**config.mk**
```make
export PLATFORM = sky130hd
export DESIGN_NAME = decodificador_resultado_flat
export DESIGN_NICKNAME = d
export VERILOG_FILES = /design/src/rtl/decodificador_resultado_pkg.sv /design/src/rtl/decodificador_resultado_if.sv /design/src/rtl/decodificador_resultado_corretor_add3.sv /design/src/rtl/decodificador_resultado.sv /design/src/flat_wrapper.sv
export SDC_FILE = /design/constraint.sdc
export NUM_CORES = 1
export LEC_CHECK = 0
export ABC_AREA = 1
export BUFFER_PORTS_ARGS = -buffer_cell sky130_fd_sc_hd__buf_2
export CAP_MARGIN = 10
export CORE_MARGIN = 1.5
export CORE_UTILIZATION = 30
export DETAILED_ROUTE_END_ITERATION = 12
export PLACE_DENSITY_LB_ADDON = 0.25
export SLEW_MARGIN = 20
export SYNTH_ARGS = -nofsm -noshare
export SYNTH_HDL_FRONTEND = slang
export SYNTH_SLANG_ARGS = --single-unit
```
**constraint.sdc**
```tcl
create_clock -name clk -period 2 [get_ports clk]
set_clock_uncertainty 0.1 [all_clocks]
set_input_delay 0.3 -clock clk [delete_from_list [all_inputs] [get_ports clk]]
set_output_delay 0.3 -clock clk [all_outputs]
set_load 0.01 [all_outputs]
```
**src/rtl/decodificador_resultado_pkg.sv**
```systemverilog
// decodificador_resultado_pkg: shared FSM encoding and BCD digit width
package decodificador_resultado_pkg;
  typedef enum logic [1:0] {
    ST_IDLE  = 2'd0,
    ST_LOAD  = 2'd1,
    ST_SHIFT = 2'd2,
    ST_DONE  = 2'd3
  } state_t;
  localparam int DIGIT_W = 4;
endpackage

```
**src/rtl/decodificador_resultado_if.sv**
```systemverilog
// decodificador_resultado_if: request/result bundle between ALU register and display decoder
interface decodificador_resultado_if #(
  parameter int WIDTH = 4,
  parameter int DIGITS = 2
);
  logic start;
  logic [WIDTH-1:0] S;
  logic Bout;
  logic busy;
  logic done;
  logic sign;
  logic [4*DIGITS-1:0] bcd;
  modport master(output start, S, Bout, input busy, done, sign, bcd);
  modport slave(input start, S, Bout, output busy, done, sign, bcd);
endinterface

```
**src/rtl/decodificador_resultado_corretor_add3.sv**
```systemverilog
// corretor_add3: double-dabble digit correction, adds 3 to digits of 5 or more
module corretor_add3 (
  input  logic [3:0] d,
  output logic [3:0] q
);
  assign q = d >= 4'd5 ? d + 4'd3 : d;
endmodule

```
**src/rtl/decodificador_resultado.sv**
```systemverilog
// decodificador_resultado: two's-complement subtractor result to sign + BCD magnitude
module decodificador_resultado
  import decodificador_resultado_pkg::*;
#(
  parameter int WIDTH = 4,
  parameter int DIGITS = 2
) (
  input logic clk,
  input logic reset,
  decodificador_resultado_if.slave bus
);
  localparam int BCD_W = DIGIT_W * DIGITS;
  localparam int CNT_W = $clog2(WIDTH + 2);
  state_t state, nextState;
  logic [WIDTH-1:0] latS;
  logic latBout;
  logic [BCD_W+WIDTH:0] shiftReg;
  logic [BCD_W+WIDTH:0] shifted;
  logic [BCD_W-1:0] corrected;
  logic [WIDTH:0] mag;
  logic [CNT_W-1:0] count;
  logic lastShift;
  logic signReg;
  logic [BCD_W-1:0] bcdReg;
  for (genvar i = 0; i < DIGITS; i++) begin : g_add3
    corretor_add3 u_add3 (
      .d(shiftReg[WIDTH+1+DIGIT_W*i +: DIGIT_W]),
      .q(corrected[DIGIT_W*i +: DIGIT_W])
    );
  end
  // magnitude is one bit wider so Bout=1,S=0 decodes as -2^WIDTH
  assign mag = latBout ? {1'b1, {WIDTH{1'b0}}} - {1'b0, latS} : {1'b0, latS};
  assign shifted = {corrected[BCD_W-2:0], shiftReg[WIDTH:0], 1'b0};
  assign lastShift = count == CNT_W'(WIDTH);
  assign bus.sign = signReg;
  assign bus.bcd = bcdReg;
  always_comb begin
    nextState = state;
    nextState = state == ST_IDLE ? (bus.start ? ST_LOAD : ST_IDLE) :
                state == ST_LOAD ? ST_SHIFT :
                state == ST_SHIFT ? (lastShift ? ST_DONE : ST_SHIFT) : ST_IDLE;
    bus.busy = state != ST_IDLE;
    bus.done = state == ST_DONE;
  end
  always_ff @(posedge clk) begin
    if (reset) state <= ST_IDLE;
    else state <= nextState;
  end
  always_ff @(posedge clk) begin
    if (reset) begin
      latS <= '0;
      latBout <= 1'b0;
      shiftReg <= '0;
      count <= '0;
      signReg <= 1'b0;
      bcdReg <= '0;
    end else if (state == ST_IDLE && bus.start) begin
      latS <= bus.S;
      latBout <= bus.Bout;
    end else if (state == ST_LOAD) begin
      shiftReg <= {{BCD_W{1'b0}}, mag};
      count <= '0;
    end else if (state == ST_SHIFT) begin
      shiftReg <= shifted;
      count <= count + 1'b1;
      if (lastShift) begin
        signReg <= latBout;
        bcdReg <= shifted[BCD_W+WIDTH:WIDTH+1];
      end
    end
  end
endmodule
```
**src/flat_wrapper.sv**
```systemverilog
// flat-port wrapper written by rule: the top's interface ports become plain ports
module decodificador_resultado_flat import decodificador_resultado_pkg::*;
#(
  parameter int WIDTH = 4,
  parameter int DIGITS = 2
)
  (clk, reset, bus_start, bus_S, bus_Bout, bus_busy, bus_done, bus_sign, bus_bcd);
  decodificador_resultado_if #(.WIDTH(WIDTH), .DIGITS(DIGITS)) bus_i ();
  input logic clk;
  input logic reset;
  input wire logic [$bits(bus_i.start)-1:0] bus_start;
  input wire logic [$bits(bus_i.S)-1:0] bus_S;
  input wire logic [$bits(bus_i.Bout)-1:0] bus_Bout;
  output wire logic [$bits(bus_i.busy)-1:0] bus_busy;
  output wire logic [$bits(bus_i.done)-1:0] bus_done;
  output wire logic [$bits(bus_i.sign)-1:0] bus_sign;
  output wire logic [$bits(bus_i.bcd)-1:0] bus_bcd;
  assign bus_i.start = bus_start;
  assign bus_i.S = bus_S;
  assign bus_i.Bout = bus_Bout;
  assign bus_busy = bus_i.busy;
  assign bus_done = bus_i.done;
  assign bus_sign = bus_i.sign;
  assign bus_bcd = bus_i.bcd;
  decodificador_resultado #(.WIDTH(WIDTH), .DIGITS(DIGITS)) u_core (.clk(clk), .reset(reset), .bus(bus_i));
endmodule
```
==> results.md <==
- Synth Cell Area: 1588 um2
- WP data required: 2130 ps
- Largest net degree at the start of global routing: 19
- Area of the multi-input gates: around 800 um2
- Die Footprint: about 5700 um2
- Final Cycle Share: 0.8512
- Ys Warns: 0
- Core ar.: just over 5000 um2
- Site row count: 26
- Hold buffers post-CTS: 0
- Max-slew violations: 0
- Skew-Pair Late Insertion Delay: 300 ps
- Initial Utilization: 0.3109
- Initial antenna violation count: 0
- Number of global-route vias before repair: 1270
- ANT nets after route: 0
- Netlist cell types: 23
- Final std cells w/o fill: 309
- Maximum root-to-sink buffer count: 2
- Syn_nets: 237
- Final worst path period need: 1702 ps
- Hpwl dp: 2.335 mm
- Placed Area: 1734 um2
- Total GRT Usage: 0.1320
- Total negative setup slack: 0 ps
- Avg Inst Size Synth: around 7.3 um2
- Fillers: 558
- Leak: 0.0008172 uW
- Setup crit start kind: register
- Clk pin slew, worst setup/hold paths: 70 ps
- #FFs+latches synth: 32
- Gp weighted congestion: 0.7648
- Worst min path class: input port to register
- Final setup violation count: 0
- Design Area, Final: around 1800 um2
- Switching Fraction: 0.2415
- NetSw: 334.7 uW
- Slew HR: 0.7317
- Ports: 19
- Maxcap violations: 0
- Share of layout cells above drive strength 1: 0.1506
- P&R area growth vs syn: 16.23%
- Synth Instances: 218
- VDD IR max: 0.3502 mV
- CTS tree: built
- Worst-margin pin slew: 402.0 ps
- Cell Int Power: 1052 uW
- CTS Sinks: 32
- CP Capture Type: register
- Combinational Power Share: 0.070
- Place WS: around 280 ps
- Postcts setup bufs: 0
- First-pass GRT wire length: 5.506 mm
- CTS resizes: 0
- DRT iter0 DRCs: 103
- Buffers on Ports: 18
- Seq pwr share: 0.476
- GRT overflow: 0
- Worst Path Max Fanout: 18
- Crit Path Category: register to register
- Setup ws final: between 200 and 300 ps
- Via count: around 1400
- Final WL: 3.270 mm
- Chip height: around 76 um
- Nets: between 200 and 300
- # H-tree levels: 2
- Avg Vias per Cell: 4.460
- Hold Vio Cnt, Final: 0
- WP data arrival: 1840 ps
- Clk pwr share: 0.453
- Die span in x: 75.75 um
- Outcome: completed
- DRC: 0
- Register area: between 600 and 700 um2
- Avg WL per Cell: 10.58 um
- Seq/Total Area, Yosys: 0.4035
- Pre-antenna DRT Iters: 4
- Total CTS buffers: 5
- N_diodes: 0
- RSZ-0062 raised after global routing: no
- Power Dens Cells: between 700 and 800 nW/um2
- Clock Tree Root: clkbuf_8
- Inst Count DP: 301
- Fmax: 587.4 MHz
cells in the mapped netlist (all sizes together):
library cell / number / area (um2)
a211oi: 1 / 12.51
a21oi: 24 / 120.1
a31oi: 1 / 6.260
buf: 7 / 46.29
dfxtp: 32 / 640.6
ha: 11 / 137.6
inv: 27 / 101.3
nand2: 57 / 224.0
nand3: 13 / 70.07
nand4: 5 / 31.28
nor2: 22 / 100.1
nor3: 1 / 5.000
o21ai: 15 / 75.07
xor2: 2 / 17.52
layer usage:
layer	vias to the layer above	part of all wire	GRT usage	wire length (um)
met1	615	0.49	0.1578	1618
met2	18	0.45	0.2068	1462
li1	739	-	-	-
met4	0	0.023	0.07143	76
met3	6	0.035	0.04630	113
met5	-	0	0	0
sequential cells by signal, indices dropped and copies added, names as in the netlist:
| signal | cells |
|---|---|
| u_core.shiftReg | 13 |
| u_core.latS | 4 |
| u_core.bus.sign | 1 |
| u_core.state | 2 |
| u_core.bus.bcd | 8 |
| u_core.latBout | 1 |
| u_core.count | 3 |
final timing paths:
path         slack [ps]                start             endpoint  depth (start not counted)
max                 300      u_core.state[0]   u_core.shiftReg[8]                          8
min                 160             bus_S[2]       u_core.latS[2]                          3
max reg2reg         300      u_core.state[0]   u_core.shiftReg[8]                          8
min reg2reg         370  u_core.shiftReg[10]  u_core.shiftReg[10]                          2
power groups by stage:
stage | logic [uW] | clock network [uW] | registers (uW)
after floorplan | 76.6 | 0 | 673
after global placement | 98.3 | 0 | 675
after detailed placement | 98.9 | 0 | 675
after CTS | 99.7 | 649 | 660
after global routing | 114 | 671 | 662
final | 97.1 | 629 | 661
metrics by stage:
stage               total power, uW    util  hold WS, ps
floorplan                     749.3       -        339.0
global placement              773.6  0.3395        358.7
detailed placement            774.2  0.3395        360.0
CTS                            1409  0.3613        153.4
global route                   1447  0.3613        172.2
finish                         1386  0.3613        163.5
worst max-delay path: stages, from the launching register on:
cell and delay [ps]:
dfxtp_1 360, inv_1 70, ha_1 350, nand2_4 160, nor2_4 280, inv_1 100, nor2_1 100, a21oi_1 50
nor2_1 80
area by class of cell:
type                    instances  share of cell area
inverters                      27             0.05492
multi-input cells             152              0.4332
repair buffers                 20             0.05695
flip-flops and latches         32              0.3471
clock inverters                 3             0.02305
clock buffers                   5             0.03729
well taps                      70             0.04746
layout by cell type (no fill, tap or decap), types with 3 or more instances in the layout:
cell / Yosys / routed
nand2_1: 55 / 55
dfxtp_1: 32 / 32
inv_1: 26 / 26
a21oi_1: 24 / 24
nor2_1: 19 / 19
buf_2: 4 / 18
o21ai_0: 12 / 12
nand3_1: 12 / 12
ha_1: 11 / 11
nand4_1: 5 / 5
clkbuf_8: 0 / 5
o21ai_1: 3 / 3
cell families (layout without fill, tap and decap cells):
kind of cell / count (synthesis) / after routing / synth area share
DFF: 32 / 32 / 0.4035
buffers and inverters: 34 / 55 / 0.09298
xor gates and xnor gates: 2 / 2 / 0.01103
AOI/OAI and AO/OA: 41 / 41 / 0.1348
adders and majority gates: 11 / 11 / 0.08668
and+or+nand+nor: 98 / 98 / 0.2711
(Power assumes the default switching activity.)
